==> src/rtl/uart_cmd_parser_if.sv <==
// Handshake bundle between UART_RX, the command parser and the measurement control logic.
// slave = parser side, master = the surrounding system (receiver plus command consumer).
interface uart_cmd_parser_if #(
    parameter int ADDR_W = 4
);
    logic [7:0]      rx_data;
    logic            rx_data_valid;
    logic            rx_data_ready;
    logic            cmd_valid;
    logic            cmd_ready;
    logic [7:0]      cmd_code;
    logic [ADDR_W:0] cmd_len;
    logic [ADDR_W-1:0] pl_rd_addr;
    logic [7:0]      pl_rd_data;
    logic            frame_err;
    logic            timeout_err;
    logic [15:0]     err_cnt;

    modport slave (
        input  rx_data, rx_data_valid, cmd_ready, pl_rd_addr,
        output rx_data_ready, cmd_valid, cmd_code, cmd_len, pl_rd_data,
               frame_err, timeout_err, err_cnt
    );

    modport master (
        output rx_data, rx_data_valid, cmd_ready, pl_rd_addr,
        input  rx_data_ready, cmd_valid, cmd_code, cmd_len, pl_rd_data,
               frame_err, timeout_err, err_cnt
    );
endinterface

==> src/rtl/uart_cmd_parser.sv <==
// Decodes 55 AA CMD LEN PAYLOAD CHK frames from UART_RX and holds each valid command until taken.
// Define UART_CMD_PARSER_ERRCNT_EN to build the saturating 16-bit error counter on err_cnt.
module uart_cmd_parser #(
    parameter int          MAX_LEN        = 16,
    parameter int          ADDR_W         = 4,
    parameter logic [19:0] TIMEOUT_CYCLES = 20'd500000
) (
    input logic clk_50m,
    input logic rst,
    uart_cmd_parser_if.slave bus
);
    typedef enum logic [2:0] {IDLE, HDR2, CMD, LEN, PAYLOAD, CHK, HOLD} state_t;

    localparam logic [ADDR_W:0] IDX_ONE = 1;
    localparam logic [8:0]      MAX_LEN_B = 9'(MAX_LEN);

    state_t            state_reg, state_next;
    logic [7:0]        code_reg;
    logic [7:0]        sum_reg;
    logic [ADDR_W:0]   len_reg;
    logic [ADDR_W:0]   idx_reg;
    logic [19:0]       to_cnt_reg;
    logic              frame_err_reg, frame_err_next;
    logic              timeout_err_reg, timeout_err_next;
    logic [7:0]        pl_mem [2**ADDR_W];

    logic              accept;
    logic              timed;
    logic              to_hit;
    logic [ADDR_W:0]   idx_inc;
    logic              rx_ready_out;
    logic              cmd_valid_out;

    assign accept  = bus.rx_data_valid && rx_ready_out;
    assign timed   = (state_reg != IDLE) && (state_reg != HOLD);
    // A byte arriving on the terminal-count cycle wins over the timeout.
    assign to_hit  = timed && !accept && (to_cnt_reg == TIMEOUT_CYCLES - 20'd1);
    assign idx_inc = idx_reg + IDX_ONE;

    always_ff @(posedge clk_50m) begin
        if (rst) state_reg <= IDLE;
        else     state_reg <= state_next;
    end

    always_comb begin
        state_next       = state_reg;
        frame_err_next   = 1'b0;
        timeout_err_next = 1'b0;
        if (to_hit) begin
            state_next       = IDLE;
            timeout_err_next = 1'b1;
        end else if (state_reg == HOLD) begin
            if (bus.cmd_ready) state_next = IDLE;
        end else if (accept) begin
            case (state_reg)
                IDLE: if (bus.rx_data == 8'h55) state_next = HDR2;
                HDR2: begin
                    if (bus.rx_data == 8'hAA)      state_next = CMD;
                    else if (bus.rx_data == 8'h55) state_next = HDR2;
                    else                           state_next = IDLE;
                end
                CMD: state_next = LEN;
                LEN: begin
                    if ({1'b0, bus.rx_data} > MAX_LEN_B) begin
                        state_next     = IDLE;
                        frame_err_next = 1'b1;
                    end else if (bus.rx_data == 8'h00) begin
                        state_next = CHK;
                    end else begin
                        state_next = PAYLOAD;
                    end
                end
                PAYLOAD: if (idx_inc == len_reg) state_next = CHK;
                CHK: begin
                    if (bus.rx_data == sum_reg) begin
                        state_next = HOLD;
                    end else begin
                        state_next     = IDLE;
                        frame_err_next = 1'b1;
                    end
                end
                default: state_next = IDLE;
            endcase
        end
    end

    always_comb begin
        rx_ready_out  = (state_reg != HOLD);
        cmd_valid_out = (state_reg == HOLD);
    end

    always_ff @(posedge clk_50m) begin
        if (rst) begin
            code_reg        <= 8'h00;
            sum_reg         <= 8'h00;
            len_reg         <= '0;
            idx_reg         <= '0;
            to_cnt_reg      <= 20'd0;
            frame_err_reg   <= 1'b0;
            timeout_err_reg <= 1'b0;
        end else begin
            frame_err_reg   <= frame_err_next;
            timeout_err_reg <= timeout_err_next;
            if (!timed || accept || to_hit) to_cnt_reg <= 20'd0;
            else                            to_cnt_reg <= to_cnt_reg + 20'd1;
            if (accept) begin
                case (state_reg)
                    CMD: begin
                        code_reg <= bus.rx_data;
                        sum_reg  <= bus.rx_data;
                    end
                    LEN: begin
                        sum_reg <= sum_reg + bus.rx_data;
                        len_reg <= bus.rx_data[ADDR_W:0];
                        idx_reg <= '0;
                    end
                    PAYLOAD: begin
                        sum_reg <= sum_reg + bus.rx_data;
                        idx_reg <= idx_inc;
                    end
                    default: ;
                endcase
            end
        end
    end

    // Payload store is never reset; the consumer only reads it while a command is held.
    always_ff @(posedge clk_50m) begin
        if (accept && state_reg == PAYLOAD) pl_mem[idx_reg[ADDR_W-1:0]] <= bus.rx_data;
    end

`ifdef UART_CMD_PARSER_ERRCNT_EN
    logic [15:0] err_cnt_reg;
    always_ff @(posedge clk_50m) begin
        if (rst)
            err_cnt_reg <= 16'h0000;
        else if ((frame_err_reg || timeout_err_reg) && err_cnt_reg != 16'hFFFF)
            err_cnt_reg <= err_cnt_reg + 16'h0001;
    end
    assign bus.err_cnt = err_cnt_reg;
`else
    assign bus.err_cnt = 16'h0000;
`endif

    assign bus.rx_data_ready = rx_ready_out;
    assign bus.cmd_valid     = cmd_valid_out;
    assign bus.cmd_code      = code_reg;
    assign bus.cmd_len       = len_reg;
    assign bus.pl_rd_data    = pl_mem[bus.pl_rd_addr];
    assign bus.frame_err     = frame_err_reg;
    assign bus.timeout_err   = timeout_err_reg;
endmodule
==> src/flat_wrapper.sv <==
// flat-port wrapper written by rule: the top's interface ports become plain ports
module uart_cmd_parser_flat 
#(
    parameter int          MAX_LEN        = 16,
    parameter int          ADDR_W         = 4,
    parameter logic [19:0] TIMEOUT_CYCLES = 20'd500000
)
  (clk_50m, rst, bus_rx_data, bus_rx_data_valid, bus_cmd_ready, bus_pl_rd_addr, bus_rx_data_ready, bus_cmd_valid, bus_cmd_code, bus_cmd_len, bus_pl_rd_data, bus_frame_err, bus_timeout_err, bus_err_cnt);
  uart_cmd_parser_if #(.ADDR_W(ADDR_W)) bus_i ();
  input logic clk_50m;
  input logic rst;
  input wire logic [$bits(bus_i.rx_data)-1:0] bus_rx_data;
  input wire logic [$bits(bus_i.rx_data_valid)-1:0] bus_rx_data_valid;
  input wire logic [$bits(bus_i.cmd_ready)-1:0] bus_cmd_ready;
  input wire logic [$bits(bus_i.pl_rd_addr)-1:0] bus_pl_rd_addr;
  output wire logic [$bits(bus_i.rx_data_ready)-1:0] bus_rx_data_ready;
  output wire logic [$bits(bus_i.cmd_valid)-1:0] bus_cmd_valid;
  output wire logic [$bits(bus_i.cmd_code)-1:0] bus_cmd_code;
  output wire logic [$bits(bus_i.cmd_len)-1:0] bus_cmd_len;
  output wire logic [$bits(bus_i.pl_rd_data)-1:0] bus_pl_rd_data;
  output wire logic [$bits(bus_i.frame_err)-1:0] bus_frame_err;
  output wire logic [$bits(bus_i.timeout_err)-1:0] bus_timeout_err;
  output wire logic [$bits(bus_i.err_cnt)-1:0] bus_err_cnt;
  assign bus_i.rx_data = bus_rx_data;
  assign bus_i.rx_data_valid = bus_rx_data_valid;
  assign bus_i.cmd_ready = bus_cmd_ready;
  assign bus_i.pl_rd_addr = bus_pl_rd_addr;
  assign bus_rx_data_ready = bus_i.rx_data_ready;
  assign bus_cmd_valid = bus_i.cmd_valid;
  assign bus_cmd_code = bus_i.cmd_code;
  assign bus_cmd_len = bus_i.cmd_len;
  assign bus_pl_rd_data = bus_i.pl_rd_data;
  assign bus_frame_err = bus_i.frame_err;
  assign bus_timeout_err = bus_i.timeout_err;
  assign bus_err_cnt = bus_i.err_cnt;
  uart_cmd_parser #(.MAX_LEN(MAX_LEN), .ADDR_W(ADDR_W), .TIMEOUT_CYCLES(TIMEOUT_CYCLES)) u_core (.clk_50m(clk_50m), .rst(rst), .bus(bus_i));
endmodule
==> config.mk <==
export PLATFORM = sky130hd
export DESIGN_NAME = uart_cmd_parser_flat
export DESIGN_NICKNAME = d
export VERILOG_FILES = /design/src/rtl/uart_cmd_parser_if.sv /design/src/rtl/uart_cmd_parser.sv /design/src/flat_wrapper.sv
export SDC_FILE = /design/constraint.sdc
export NUM_CORES = 1
export LEC_CHECK = 0
export ABC_AREA = 1
export ABC_CLOCK_PERIOD_IN_PS = 2550
export BUFFER_PORTS_ARGS = -buffer_cell sky130_fd_sc_hd__buf_2
export CELL_PAD_IN_SITES_DETAIL_PLACEMENT = 0
export CELL_PAD_IN_SITES_GLOBAL_PLACEMENT = 2
export CORE_ASPECT_RATIO = 1.75
export CORE_MARGIN = 8
export CORE_UTILIZATION = 38
export CTS_CLUSTER_DIAMETER = 100
export CTS_CLUSTER_SIZE = 40
export DETAILED_ROUTE_END_ITERATION = 7
export GPL_ROUTABILITY_DRIVEN = 0
export PLACE_DENSITY_LB_ADDON = 0.2
export SLEW_MARGIN = 5
export SYNTH_ARGS = -nofsm -noshare
export SYNTH_HDL_FRONTEND = slang
export SYNTH_SLANG_ARGS = --single-unit
==> constraint.sdc <==
create_clock -name clk_50m -period 2.55 [get_ports clk_50m]
set_input_delay 0.1275 -clock clk_50m [delete_from_list [all_inputs] [get_ports clk_50m]]
set_output_delay 0.1275 -clock clk_50m [all_outputs]
set_load 0.005 [all_outputs]
==> results of run 1 <==
-- cells by family after synthesis --
group | after synthesis | share of synthesized area (%)
flops | 179 | 59.3
mux | 32 | 3.90
xor+xnor | 11 | 1.17
buf+inv | 141 | 7.53
compound gates | 182 | 12.3
simple gates | 240 | 13.7
other cells | 1 | 0.0457
fa+ha+maj | 13 | 2.07
-- worst max-delay path: cells and delay by family, from the launching register on --
kind,cells,cell delay (ns)
buf+inv,3,0.37
flops,1,0.46
simple gates,4,0.76
-- per-layer routing --
metal | share of wire [%] | routed length (um) | up-vias | track usage [%]
met5 | 0 | 0 | - | 0
met4 | 3.2 | 665 | 0 | 7.63
met3 | 3.3 | 687 | 31 | 2.61
met2 | 56 | 11600 | 116 | 30.6
met1 | 38 | 7840 | 2735 | 16.6
li1 | - | - | 2872 | -
-- per-stage QoR --
step,power (W),instances,area [sq um],hold slack [ns]
CTS,0.00746,1125,9430,0.0114
detailed placement,0.00455,1093,8760,0.450
finish,0.00739,1125,9430,0.0305
global route,0.00771,1125,9430,0.0292
floorplan,0.00418,814,8270,0.206
global placement,0.00453,1093,8760,0.447
-- final cells by class --
type	instances	area share (%)
Clock buffer	17	4.51
Clock inverter	14	2.39
Inverter	96	3.88
Multi-Input combinational cell	494	29.5
Sequential cell	179	51.6
Tap cell	255	3.39
Timing Repair Buffer	70	4.70
-- cells in the mapped netlist (2+ instances only) --
master	number
sky130_fd_sc_hd__a21oi_1	75
sky130_fd_sc_hd__nor4_1	2
sky130_fd_sc_hd__clkbuf_1	15
sky130_fd_sc_hd__nand4_2	2
sky130_fd_sc_hd__nand2_1	94
sky130_fd_sc_hd__inv_2	6
sky130_fd_sc_hd__nand3_1	43
sky130_fd_sc_hd__ha_1	12
sky130_fd_sc_hd__nand4_1	13
sky130_fd_sc_hd__buf_2	10
sky130_fd_sc_hd__buf_4	19
sky130_fd_sc_hd__o21ai_0	64
sky130_fd_sc_hd__o211ai_1	32
sky130_fd_sc_hd__nor2_2	3
sky130_fd_sc_hd__xor2_1	9
sky130_fd_sc_hd__nor2_1	54
sky130_fd_sc_hd__edfxtp_1	128
sky130_fd_sc_hd__mux2i_1	32
sky130_fd_sc_hd__nor3_1	11
sky130_fd_sc_hd__xnor2_1	2
sky130_fd_sc_hd__inv_1	88
sky130_fd_sc_hd__a31oi_1	4
sky130_fd_sc_hd__nor2_4	5
sky130_fd_sc_hd__or2_2	3
sky130_fd_sc_hd__dfxtp_1	51
sky130_fd_sc_hd__nand2_2	4
sky130_fd_sc_hd__inv_4	2
sky130_fd_sc_hd__o21ai_1	2
-- layout by cell type, fill, tap and decap left out, drive strengths merged, types with 43 or more instances in the layout --
master / count
nor2: 63
dfxtp: 51
buf: 69
edfxtp: 128
a21oi: 75
nand2: 99
inv: 101
nand3: 43
o21ai: 66
-- power breakdown --
part	total [W]	switching (W)	leakage (nW)	internal [W]
clock	0.00290	0.00114	0.318	0.00176
combinational	0.00118	0.000798	1.72	0.000377
sequential	0.00331	0.0000830	1.56	0.00323
-- worst paths after layout --
path | start | endpoint | slack [ns] | depth (start not counted)
hold / removal | bus_rx_data[1] | u_core.bus.cmd_len[1]$_SDFFE_PP0P_ | 0.03 | 3
hold reg to reg | u_core.to_cnt_reg[19]$_SDFF_PP0_ | u_core.to_cnt_reg[19]$_SDFF_PP0_ | 0.48 | 2
setup reg to reg | u_core.state_reg[2]$_SDFFE_PP0P_ | u_core.pl_mem[13][0]$_DFFE_PP_ | 0.66 | 7
setup / recovery | u_core.state_reg[2]$_SDFFE_PP0P_ | u_core.pl_mem[13][0]$_DFFE_PP_ | 0.66 | 7
-- what timing repair did --
item,4_1_cts,5_1_grt
endpoints found under the hold margin,2,0
resized for setup,0,0
buffers inserted,0,0
hold buffers,1,0
==> reports/qor.tcl, run 1 <==
set qor(result_of_the_run) {complete, no violations}
set qor(hold_violations) 0
set qor(cp_data_arrival_time_ns) 2.03
set qor(drt_iter0_drc) 311
set qor(finish.utilization_pct) 44.2
set qor(synth_area_leader_cell) {sky130_fd_sc_hd__edfxtp_1}
set qor(grt_remaining_overflow) 0
set qor(io_pins) 57
set qor(routedWlPerCell_um) 18.4
set qor(drv_cap) 0
set qor(ff_latch_area_sq_um) 4860
set qor(coreArea_sq_um) 21300
set qor(yosysSeqAreaShare_pct) 59.3
set qor(fin_crit_ns) 1.89
set qor(synth_largest_type_area_fraction_pct) 46.8
set qor(routed_wirelength_mm) 20.7
set qor(dp.final_hpwl_mm) 14.9
set qor(antenna-diode-count) 0
set qor(endpoint_kind) {register}
set qor(dp_worst_setup_slack_ns) 0.636
set qor(synthFlopType) {sky130_fd_sc_hd__edfxtp_1}
set qor(areaGrowthSynthToFinish_pct) 14.8
set qor(cts.root.buffer_cell) {sky130_fd_sc_hd__clkbuf_16}
set qor(wire_length_of_the_first_global_routing_pass_mm) 32.7
set qor(drt_pre_antenna_iters) 4
set qor(first_global_vias) 5950
set qor(irDropWorstVdd_v) 0.000480
set qor(timing.critical_path.required_ns) 2.68
set qor(nets) 887
set qor(synth_cell_types) 42
set qor(number_of_warnings_issued_by_yosys) 0
set qor(slew-limit-headroom_pct) 53.1
set qor(cpPeakStageDelay_ns) 0.46
set qor(post-route-drc-count) 0
set qor(fillerInstances) 2065
set qor(cts_tree) {yes}
set qor(synth-seq-cells) 179
set qor(initial_utilization_pct) 38.5
set qor(io_buffers) 40
set qor(grt_start_max_net_pins) 63
set qor(finalMaxSlewViolations) 0
set qor(die_height_um) 210
set qor(worstMarginPinSlew_ns) 0.704
set qor(clock_latency_ns) 0.43
set qor(total_power_density_per_cell_area_nw_per_um2) 784
set qor(most_area_consuming_cells_after_synthesis) {sky130_fd_sc_hd__edfxtp_1 (47%), sky130_fd_sc_hd__dfxtp_1 (12%), sky130_fd_sc_hd__a21oi_1 (4.6%)}
set qor(skew_ns) 0.00910
set qor(tritoncts_num_sinks) 179
set qor(max_freq_mhz) 529
set qor(rsz0062_at_grt) {false}
set qor(post_synth_design_cell_area_sq_um) 8210
set qor(h-tree-depth) 4
set qor(path_clk_slew_ns) 0.07
set qor(groute.usage.overall_pct) 16.1
set qor(setup_ws_ns) 0.658
set qor(design.die.area_sq_um) 26700
set qor(cp-start-kind) {register}
set qor(flip_flop_count_of_the_largest_register_after_layout) 128
set qor(criticalPathCategory) {reg2reg}
set qor(cellLeakagePower_nw) 3.60
set qor(drt-vias-per-instance) 5.11
set qor(path_common_cell) {sky130_fd_sc_hd__nor2_4}
set qor(multi_input_area_sq_um) 2780
set qor(num_rows) 71
set qor(number_of_enable_flip_flop_cells_after_synthesis) 128
set qor(post_synth_inst_count) 799
set qor(timing.hold.worst.class) {in2reg}
set qor(final_ant_viol_nets) 0
set qor(grt_antenna_before_repair) 0
set qor(detailroute.via_count) 5754
set qor(ctsLongestPathBuffers) 2
set qor(timing.final.setup_violations) 0
set qor(path_max_fanout) 9
set qor(ys_async_sr_fraction_pct) 0
set qor(drive_above_1_share_pct) 14.7
set qor(final_total_negative_setup_slack_ns) 0
set qor(critical_path.cell_chain) {inv_2 -> nor2_4 -> inv_1 -> nor2_4 -> nand2_1 -> nor2_1 -> buf_4}
set qor(crit_path_top_delay_cell) {sky130_fd_sc_hd__dfxtp_1}
set qor(post-route-period-util_pct) 74.2
set qor(clock_buffer_count_from_cts) 17
set qor(synth_area_per_cell_sq_um) 10.3
set qor(die_w_um) 127
Power figures use the tool's default switching activity.
==> run 2: changes to the inputs <==
- ABC_AREA: 1 -> 0
- ABC_CLOCK_PERIOD_IN_PS: 2550 -> 1610
- clock period: 2.55 -> 1.61 ns (I/O delays scaled with it)
==> reports/qor.tcl, run 2 <==
set qor(initial_utilization_pct) 38.3
set qor(die_height_um) 207
set qor(antenna-diode-count) 0
set qor(endpoint_kind) {output port}
set qor(h-tree-depth) 4
set qor(number_of_warnings_issued_by_yosys) 0
set qor(use_met2_pct) 33.5
set qor(most_area_consuming_cells_after_synthesis) {sky130_fd_sc_hd__edfxtp_1 (49%), sky130_fd_sc_hd__dfxtp_1 (13%), sky130_fd_sc_hd__mux4_2 (11%)}
set qor(io_pins) 57
set qor(drt_pre_antenna_iters) 4
set qor(skew_ns) 0.0120
set qor(timing.hold.worst.class) {in2reg}
set qor(clock_buffer_count_from_cts) 17
set qor(grt_remaining_overflow) 0
set qor(cp-start-kind) {register}
set qor(grt_antenna_before_repair) 0
set qor(ys_async_sr_fraction_pct) 0
set qor(timing.final.setup_violations) 31
set qor(met3_usage_pct) 3.60
set qor(yosys.cell_count.top_type) {sky130_fd_sc_hd__edfxtp_1}
set qor(ctsLongestPathBuffers) 2
set qor(num_rows) 70
set qor(areaGrowthSynthToFinish_pct) 34.0
set qor(finish.cell_count_without_fillers) 995
set qor(groute.usage.overall_pct) 16.6
set qor(post_synth_inst_count) 566
set qor(yosysSeqAreaShare_pct) 61.4
set qor(drv_cap) 0
set qor(total_power_density_per_cell_area_nw_per_um2) 907
set qor(drive_above_1_share_pct) 47.4
set qor(busiest_layer) {met2}
set qor(routed_wirelength_mm) 20.9
set qor(die_w_um) 125
set qor(final_common_cell) {sky130_fd_sc_hd__edfxtp_1}
set qor(hold_violations) 0
set qor(synth_area_per_cell_sq_um) 14.0
set qor(post-route-drc-count) 0
set qor(coreArea_sq_um) 20700
set qor(dp.final_hpwl_mm) 15.5
set qor(nets) 759
set qor(final_ant_viol_nets) 0
set qor(wire_length_of_the_first_global_routing_pass_mm) 31.9
set qor(max_freq_mhz) 496
set qor(synthFlopType) {sky130_fd_sc_hd__edfxtp_1}
set qor(cts_tree) {yes}
set qor(post_synth_design_cell_area_sq_um) 7920
set qor(path_clk_slew_ns) 0.07
set qor(grt_util_met1_pct) 15.2
set qor(result_of_the_run) {finished, violations left}
set qor(first_global_vias) 5635
set qor(timing.critical_path.required_ns) 1.53
set qor(design.die.area_sq_um) 25900
set qor(final_cell_mix) {sky130_fd_sc_hd__edfxtp_1 (128), sky130_fd_sc_hd__buf_4 (97), sky130_fd_sc_hd__nand2_1 (41)}
set qor(cp_data_arrival_time_ns) 1.93
set qor(flip_flop_count_of_the_largest_register_after_layout) 128
set qor(power_w) 0.00963
set qor(synth_cell_types) 63
set qor(drt-vias-per-instance) 5.23
set qor(io_buffers) 40
set qor(tritoncts_num_sinks) 179
set qor(number_of_enable_flip_flop_cells_after_synthesis) 128
set qor(finalMaxSlewViolations) 0
set qor(irDropWorstVdd_v) 0.000511
set qor(routedWlPerCell_um) 21.0
set qor(fin_worst_hold_slack_ns) 0.0634
set qor(criticalPathCategory) {reg2out}
set qor(detailroute.via_count) 5199
set qor(post-route-period-util_pct) 125
set qor(path_max_fanout) 1
set qor(drt_iter0_drc) 279
set qor(synth_largest_type_area_fraction_pct) 48.5
set qor(synth_area_leader_cell) {sky130_fd_sc_hd__edfxtp_1}
set qor(grt_start_max_net_pins) 25
set qor(cellLeakagePower_nw) 3.70
set qor(clock_latency_ns) 0.44
set qor(violations) {setup timing}
set qor(synth-seq-cells) 179
set qor(fin_crit_ns) 2.01
set qor(setup_ws_ns) -0.404
set qor(dpl.cell_count) 952
set qor(cts.root.buffer_cell) {sky130_fd_sc_hd__clkbuf_16}
set qor(rsz0062_at_grt) {true}
set qor(synthTopCellsByCount) {sky130_fd_sc_hd__edfxtp_1 (128), sky130_fd_sc_hd__dfxtp_1 (51), sky130_fd_sc_hd__nor2_1 (50)}
[run 2: cell types whose count changed in the layout (fill, tap and decap cells not counted), sizes merged, moves of 24 or more]
cell | before | now
a21oi | 75 | 20
buf | 69 | 166
inv | 101 | 21
mux2i | 32 | 5
mux4 | 0 | 40
nand2 | 99 | 51
nand3 | 43 | 19
o211ai | 32 | 4
o21ai | 66 | 10
[run 2: cell families (layout without fill, tap and decap cells)]
family          after synthesis  count (layout)  synth area share, %
simple gates                186             189                 12.0
flops                       179             179                 61.4
compound gates               62              62                 5.53
buf+inv                      54             213                 3.98
mux                          46              46                 12.1
xor+xnor                     25              25                 2.76
fa+ha+maj                    13              13                 2.15
other cells                   1              16               0.0473
[run 2: per-stage QoR]
| stage | setup slack (ns) | setup TNS [ns] | utilization [%] | cell area, sq um |
|---|---|---|---|---|
| 5_1_grt | -0.467 | -7.18 | 51.4 | 10600 |
| 2_1_floorplan | -0.102 | -6.71 | - | 8040 |
| 3_3_place_gp | -0.166 | -17.28 | 45.2 | 9330 |
| 4_1_cts | -0.441 | -4.06 | 49.5 | 10200 |
| 6_report | -0.404 | -3.97 | 51.4 | 10600 |
| 3_5_place_dp | -0.216 | -20.50 | 45.2 | 9330 |
[run 2: per-layer routing]
layer / part of all wire [%] / vias to the layer above
met1: 34 / 2611
li1: - / 2459
met5: 0 / -
met4: 3.2 / 0
met2: 59 / 97
met3: 3.2 / 32
[run 2: path summary, 6_finish.rpt]
| kind | end | slack [ns] | cells past startpoint | startpoint |
|---|---|---|---|---|
| max | bus_pl_rd_data[2] | -0.40 | 3 | u_core.pl_mem[12][2]$_DFFE_PP_ |
| min | u_core.bus.cmd_len[1]$_SDFFE_PP0P_ | 0.06 | 2 | rst |
| max reg2reg | u_core.sum_reg[4]$_SDFFE_PP0P_ | -0.13 | 8 | u_core.sum_reg[0]$_SDFFE_PP0P_ |
| min reg2reg | u_core.bus.cmd_code[1]$_SDFFE_PP0P_ | 0.46 | 2 | u_core.bus.cmd_code[1]$_SDFFE_PP0P_ |
[run 2: power by group]
part	switching, W	internal [W]
Sequential	0.000000226	0.00491
Clock	0.00187	0.00233
Combinational	0.000271	0.000248
Total	0.00214	0.00750
[run 2: area by class of cell]
cell class / instances / area (sq um)
fillers: 1811 / 10100
multi-input cells: 351 / 3360
clock buffers: 17 / 425
well taps: 252 / 315
inverters: 14 / 52.6
flip-flops and latches: 179 / 4900
clock inverters: 15 / 173
repair buffers: 167 / 1390
[run 2: worst max-delay path: stages, from the launching register on]
cell and delay, ns:
sky130_fd_sc_hd__edfxtp_1 0.37, sky130_fd_sc_hd__mux4_2 0.49, sky130_fd_sc_hd__mux4_2 0.49, sky130_fd_sc_hd__buf_2 0.15
[run 2: timing repair]
| item | CTS | global route |
|---|---|---|
| gates resized for setup | 51 | 87 |
| hold buffers | 1 | 0 |
| cloned | 3 | 0 |
| endpoints found under the hold margin | 2 | 0 |
| buffers inserted | 6 | 3 |
| endpoints found under the setup margin | 171 | 103 |
| pin swaps | 24 | 28 |
